--- src/rtl/band_power_accum.sv ---
// Per-band energy accumulator for the ten-bar display. It sums band magnitudes per window,
// then scales a snapshot serially and publishes all ten bins at once.
module band_power_accum #(
  parameter int ACC_W = 28,
  parameter int SHIFT = 11
) (
  input  logic        sample_clk,
  input  logic        rst_n,
  input  logic        band_valid,
  input  logic [3:0]  band_idx,
  input  logic [11:0] band_mag,
  input  logic        set_values_flag,
  output logic [11:0] bin1_out,
  output logic [11:0] bin2_out,
  output logic [11:0] bin3_out,
  output logic [11:0] bin4_out,
  output logic [11:0] bin5_out,
  output logic [11:0] bin6_out,
  output logic [11:0] bin7_out,
  output logic [11:0] bin8_out,
  output logic [11:0] bin9_out,
  output logic [11:0] bin10_out,
  output logic        values_ready,
  output logic        busy,
  output logic        overrun
);

  localparam int SUM_W = ACC_W + 1;

  typedef enum logic [1:0] {
    S_IDLE   = 2'd0,
    S_SCALE  = 2'd1,
    S_COMMIT = 2'd2
  } state_t;

  state_t            state_q, state_d;
  logic [ACC_W-1:0]  acc_q [10];
  logic [ACC_W-1:0]  acc_d [10];
  logic [ACC_W-1:0]  shd_q [10];
  logic [ACC_W-1:0]  shd_d [10];
  logic [11:0]       stg_q [10];
  logic [11:0]       stg_d [10];
  logic [11:0]       bin_q [10];
  logic [11:0]       bin_d [10];
  logic [3:0]        k_q, k_d;
  logic              ready_q, ready_d;
  logic              busy_q, busy_d;
  logic              overrun_q, overrun_d;
  logic              accept_s;

  function automatic logic [ACC_W-1:0] sat_add(input logic [ACC_W-1:0] a, input logic [11:0] b);
    logic [SUM_W-1:0] s;
    s = SUM_W'(a) + SUM_W'(b);
    if (s[ACC_W]) begin
      return '1;
    end else begin
      return s[ACC_W-1:0];
    end
  endfunction

  function automatic logic [11:0] clamp12(input logic [ACC_W-1:0] v);
    logic [ACC_W-1:0] sh;
    sh = v >> SHIFT;
    if (sh > ACC_W'(12'hFFF)) begin
      return 12'hFFF;
    end else begin
      return sh[11:0];
    end
  endfunction

  assign accept_s = (state_q == S_IDLE) && set_values_flag;

  // Window accumulation, snapshot/scale/commit sequencing and flag bookkeeping
  always_comb begin
    state_d   = state_q;
    k_d       = k_q;
    shd_d     = shd_q;
    stg_d     = stg_q;
    bin_d     = bin_q;
    ready_d   = 1'b0;
    overrun_d = 1'b0;

    for (int i = 0; i < 10; i++) begin
      if (accept_s) begin
        acc_d[i] = '0;
      end else begin
        acc_d[i] = acc_q[i];
      end
      // A sample on the accepting edge seeds the new window instead of the old one
      if (band_valid && (band_idx == 4'(i))) begin
        if (accept_s) begin
          acc_d[i] = ACC_W'(band_mag);
        end else begin
          acc_d[i] = sat_add(acc_q[i], band_mag);
        end
      end else begin
        acc_d[i] = acc_d[i];
      end
    end

    case (state_q)
      S_IDLE: begin
        if (set_values_flag) begin
          shd_d   = acc_q;
          k_d     = 4'd0;
          state_d = S_SCALE;
        end else begin
          state_d = S_IDLE;
        end
      end
      S_SCALE: begin
        overrun_d = set_values_flag;
        for (int i = 0; i < 10; i++) begin
          if (k_q == 4'(i)) begin
            stg_d[i] = clamp12(shd_q[i]);
          end else begin
            stg_d[i] = stg_q[i];
          end
        end
        if (k_q == 4'd9) begin
          state_d = S_COMMIT;
        end else begin
          k_d = k_q + 4'd1;
        end
      end
      S_COMMIT: begin
        overrun_d = set_values_flag;
        bin_d     = stg_q;
        ready_d   = 1'b1;
        state_d   = S_IDLE;
      end
      default: begin
        state_d = S_IDLE;
      end
    endcase

    busy_d = (state_d != S_IDLE);
  end

  // State and storage registers
  always_ff @(posedge sample_clk or negedge rst_n) begin
    if (!rst_n) begin
      state_q   <= S_IDLE;
      k_q       <= 4'd0;
      ready_q   <= 1'b0;
      busy_q    <= 1'b0;
      overrun_q <= 1'b0;
      for (int i = 0; i < 10; i++) begin
        acc_q[i] <= '0;
        shd_q[i] <= '0;
        stg_q[i] <= 12'd0;
        bin_q[i] <= 12'd0;
      end
    end else begin
      state_q   <= state_d;
      k_q       <= k_d;
      ready_q   <= ready_d;
      busy_q    <= busy_d;
      overrun_q <= overrun_d;
      acc_q     <= acc_d;
      shd_q     <= shd_d;
      stg_q     <= stg_d;
      bin_q     <= bin_d;
    end
  end

  assign bin1_out     = bin_q[0];
  assign bin2_out     = bin_q[1];
  assign bin3_out     = bin_q[2];
  assign bin4_out     = bin_q[3];
  assign bin5_out     = bin_q[4];
  assign bin6_out     = bin_q[5];
  assign bin7_out     = bin_q[6];
  assign bin8_out     = bin_q[7];
  assign bin9_out     = bin_q[8];
  assign bin10_out    = bin_q[9];
  assign values_ready = ready_q;
  assign busy         = busy_q;
  assign overrun      = overrun_q;

endmodule

--- config.mk ---
export PLATFORM = sky130hd
export DESIGN_NAME = band_power_accum
export DESIGN_NICKNAME = d
export VERILOG_FILES = /design/src/rtl/band_power_accum.sv
export SDC_FILE = /design/constraint.sdc
export NUM_CORES = 2
export LEC_CHECK = 0
export BUFFER_PORTS_ARGS = -buffer_cell sky130_fd_sc_hd__buf_2
export CAP_MARGIN = 0
export CELL_PAD_IN_SITES_DETAIL_PLACEMENT = 0
export CELL_PAD_IN_SITES_GLOBAL_PLACEMENT = 1
export CORE_MARGIN = 2
export CORE_UTILIZATION = 40
export DETAILED_ROUTE_END_ITERATION = 10
export PLACE_DENSITY_LB_ADDON = 0.1
export RECOVER_POWER = 100
export SLEW_MARGIN = 25
export SYNTH_ARGS = -nofsm -noshare
export SYNTH_HDL_FRONTEND = slang
export SYNTH_SLANG_ARGS = --single-unit
export TNS_END_PERCENT = 100
--- constraint.sdc ---
create_clock -name sample_clk -period 5.8 [get_ports sample_clk]
set_input_delay 0 -clock sample_clk [delete_from_list [all_inputs] [get_ports sample_clk]]
set_output_delay 0 -clock sample_clk [all_outputs]
set_load 0.005 [all_outputs]
# Word-level counts from Yosys, hierarchy flattened
# Cells that the tools add are included.
# Widths: inputs -> output; s select.
[totals]
wordCells = 176
out_inout_bits = 123
reg_bits = 809
[classes]
eq_ne = 22
addsub = 11
n_mux = 49
order_cmp = 10
reduce_logical = 39
[op_table]
columns = ["operator", "count"]
rows = [
  ["$mux 28", 31],
  ["$add 28x12->29", 10],
  ["$gt 17x12->1 const B", 10],
  ["$mux 12", 10],
  ["$eq 4x3->1 const B", 8],
  ["$reduce_bool 2->1", 12],
  ["$reduce_and 2->1", 11],
  ["$eq 4x2->1 const B", 4],
  ["$eq 4x4->1 const B", 4],
  ["$logic_and 1x1->1", 11],
  ["$eq 4x1->1 const B", 2],
  ["$logic_not 4->1", 2],
  ["$mux 4", 2],
  ["$pmux 4 s2", 1],
  ["$add 4x1->4 const B", 1],
  ["$ne 2x2->1 const B", 2],
  ["$pmux 2 s2", 1],
  ["$mux 1", 3],
  ["$reduce_and 3->1", 1],
  ["$eq 2x1->1 const B", 1],
  ["$eq 2x2->1 const B", 1],
  ["$logic_not 2->1", 1],
  ["$mux 2", 1],
  ["$reduce_or 2->1", 1],
]

# Depth between registers and ports, before layout
[logic_depth]
ltp_word = 4
ltp_mapped = 11

# Least setup slack after synthesis
# OpenSTA, ideal clock, no wires.
[synth_path]
kind = "register -> register"
startpoint = "reg acc_q[168] (netlist bit)"
endpoint = "reg acc_q[181] (netlist bit)"
path_slack_ns = 3.163
path_stages_with_launch = 10
setup_time_ns = 0.123
arrival_ns = 2.514
required_ns = 5.677
cell_sequence = "dfrtp_1 ha_1 fa_1 a211o_1 and4bb_2 nor3b_2 or3_1 clkbuf_1 a21oi_1 o221a_2"
[synth_between]
elab_chain_len = 4
[synth_rtl]
columns = ["item", "line", "rtl"]
rows = [
  ["from (decl)", "37", "logic [ACC_W-1:0] acc_q [10];"],
  ["from (signal, indexed assignment)", "149", "acc_q[i] <= '0;"],
  ["from (signal assigned)", "160", "acc_q <= acc_d;"],
  ["$add 28x12->29", "53", "s = SUM_W'(a) + SUM_W'(b);"],
  ["$mux 28", "54", "if (s[ACC_W]) begin"],
  ["$mux 28", "91", "if (accept_s) begin"],
  ["$mux 28", "90", "if (band_valid && (band_idx == 4'(i))) begin"],
]
# No other way between the ends.
# A chain may end at the register's enable or synchronous reset.

# Worst setup path in the final report
[layout_path]
startpoint = "in band_mag[0]"
endpoint = "reg acc_q[273] (netlist bit)"
[layout_between]
elab_chain_len = 4
[layout_rtl]
columns = ["item", "line", "rtl"]
rows = [
  ["from (decl)", "11", "input logic [11:0] band_mag,"],
  ["$add 28x12->29", "53", ""],
  ["$mux 28", "54", ""],
  ["$mux 28", "91", ""],
  ["$mux 28", "90", ""],
]
# No other way between the ends.

==> flow_summary.json <==
{
  "fin_nets": 3874,
  "syn_nets": 3775,
  "cts_tree": "yes",
  "synthToLayoutAreaGrowth_pct": 12.9,
  "relSlewSlack": -0.971,
  "dpl_worst_slack_ps": 2180,
  "drv_cap": 5,
  "worstRegToRegCells": 6,
  "timing.fmax_mhz": 236,
  "ys_seq_area_frac": 0.498,
  "hold_path.class": "primary input to flop",
  "drt-pass1-iter-count": 7,
  "worst_slack_ps": 1560,
  "gp_congestion": 0.844,
  "finalCritPeriodShare": 0.731,
  "finalCriticalPeriod_ps": 4240,
  "dieArea_um2": 90200,
  "ys_warn_count": 0,
  "r2r_start": "state_q[0]",
  "rows": 108,
  "violations": "max-capacitance violations, max-slew violations",
  "synth_ff_type": "dfrtp_1",
  "antenna_left": 0,
  "clkSinkCount": 699,
  "whs_ps": 55.9,
  "grt_max_degree": 156,
  "grt_overflow": 0,
  "clockRootBuffer": "clkbuf_16",
  "grt_pass1_vias": 28500,
  "status": "finished with violations",
  "cts_setup_buffers": 0,
  "p_per_area_nw_per_um2": 344,
  "rrSetupSlack_ps": 1920,
  "ios": 143,
  "synth_edf_count": 0,
  "cp-end-kind": "flop",
  "routed_wl_mm": 90.8,
  "setup.worst_path.start": "band_mag[0]",
  "finClkSkew_ps": 15.1,
  "finalHoldViolations": 0,
  "hpwl_mm": 59.5,
  "cts_made_buffers": 82,
  "drc": 0,
  "via_per_inst": 5.63,
  "grt_pass1_wl_mm": 150,
  "final_core_util": 0.457,
  "syn_area_um2": 35100,
  "async_flop_share": 1.00,
  "worst_pin_slew_ps": 2960,
  "die_h_um": 300,
  "vdd_drop_max_v": 0.000189,
  "worstPathRequired_ps": 6330,
  "antenna_found_initial": 5,
  "post_drt_wl_per_cell_um": 18.4,
  "worstHoldStart": "band_idx[1]",
  "startpoint_type": "primary input",
  "grt_use_total": 0.202,
  "clockBufferDepth": 3,
  "start_util": 0.404,
  "slew_violations": 161,
  "die_w_um": 300,
  "reg2reg_to": "acc_q[205]",
  "crit_end": "acc_q[273]",
  "port_buffers": 142,
  "synth-seq-cells": 699,
  "final.setup.tns_ps": 0,
  "clk_pin_slew_ps": 60,
  "path_max_fanout": 20,
  "crit_type": "primary input to flop",
  "synthCells": 3618,
  "drive_gt1_frac": 0.104,
  "synth_cell_type_count": 94,
  "dr_total_vias": 27800,
  "drt_iter0_markers": 1826,
  "yosysTopAreaCellShare": 0.498,
  "syn_area_per_cell_um2": 9.71,
  "p_leak_uw": 0.0186,
  "ys_top_cells_by_area": "dfrtp_1 (50%), nand2_1 (7.6%), ha_1 (4.5%), mux2_2 (3.8%), o21ai_0 (3.8%)",
  "h-tree-depth": 3,
  "insertion_delay_ps": 630,
  "arrival_ps": 4770,
  "rsz0062_at_grt": "false",
  "yosys.area.top_type": "dfrtp_1",
  "core-area_um2": 86900,
  "finalSetupViolations": 0
}
==> metal layers <==
| metal | track usage | part of all wire | vias up |
|---|---|---|---|
| met4 | 0.0546 | 0.020 | 8 |
| met5 | 0 | 0.00051 | - |
| met2 | 0.329 | 0.46 | 434 |
| li1 | - | - | 13400 |
| met3 | 0.0391 | 0.046 | 131 |
| met1 | 0.275 | 0.47 | 13800 |
==> cell usage after synthesis, types with 10 or more instances <==
master and number:
o21bai_1 11, xnor2_1 48, o211ai_1 11, buf_1 11, a21oi_1 158, xor2_1 42
nand2_1 708, nor2b_1 12, o31ai_1 15, o21a_1 17, fa_1 10, clkbuf_1 158
nor2_1 172, nor3_1 155, mux2_2 120, a311oi_1 35, buf_2 11, a211oi_1 48
a21o_1 50, and4_1 28, o41ai_1 10, or3_1 13, and3_1 63, inv_1 48
o21ai_0 264, a41oi_1 16, and2_1 38, nand4_1 31, dfrtp_1 699, ha_1 127
o22ai_1 40, nand3_1 81, a31oi_1 59, nand2b_1 10, o22a_1 120
==> critical path, stage by stage <==
cell and delay, ps:
dlygate4sd3_1 530, clkbuf_1 960, ha_1 350, fa_1 240, a21oi_1 110, o21ai_0 350, nand3_1 190, and2_0 230
o31ai_1 660, clkbuf_1 640, o21ai_0 210, a221oi_1 270
==> registers in the layout (all words and copies together), names as in the netlist, 12 cells and up <==
name       count
bin7_out      12
shd_q        170
bin9_out      12
acc_q        280
bin8_out      12
bin1_out      12
bin10_out     12
bin4_out      12
bin5_out      12
bin2_out      12
stg_q        120
bin6_out      12
bin3_out      12
==> layout make-up <==
type                       instances  area [µm²]
antenna                            1        2.50
sequential                       699       17500
multi-input combinational       2687       16700
fill                            8295       47200
timing repair buffer             199        1200
inverter                          48         180
tap                             1155        1450
clock inverter                    21         258
clock buffer                     125        2430
==> how the worst min path moves through the flow <==
stage / to / depth (start not counted)
floorplan: acc_q[0] / 0
global placement: bin7_out[4] / 1
detailed placement: bin7_out[4] / 1
CTS: acc_q[49] / 5
global route: acc_q[49] / 5
finish: acc_q[49] / 5
==> timing repair <==
item / 4_1_cts / 5_1_grt
hold buffers: 14 / 1
resized for setup: 0 / 0
hold endpoints to repair: 202 / 45
==> power by group <==
part           internal, µW  switching (µW)  total, µW
combinational          1110            1610       2720
sequential             5460             328       5790
clock                  3070            2090       5150
==> layout by cell type, fill, tap and decap left out, types with 85 or more instances in the layout <==
cell / n
o22a_1: 120
ha_1: 127
clkbuf_16: 85
clkbuf_1: 91
dfrtp_1: 699
mux2_2: 120
nor2_1: 172
a21oi_1: 159
nand2_1: 709
nor3_1: 154
o21ai_0: 273
==> cells by family (layout without fill, tap and decap cells) <==
group	count (synthesis)	after routing	synth area share
buffers and inverters	232	393	0.0258
adder cells (fa/ha/maj)	137	137	0.0509
AND/OR/NAND/NOR	1378	1378	0.181
other	0	1	0
AO/OA/AOI/OAI	954	954	0.182
flip-flops	699	699	0.498
multiplexers	128	128	0.0407
XOR/XNOR	90	90	0.0224
==> metrics by stage <==
stage               instance area, µm²  std cells  power [µW]
finish                           39700       4935       13700
global route                     39700       4934       14500
CTS                              39900       4932       13900
detailed placement               37000       4772        8640
global placement                 37000       4772        8560
floorplan                        35100       3618        7780
Note: power is estimated with default switching activity, not from simulation.
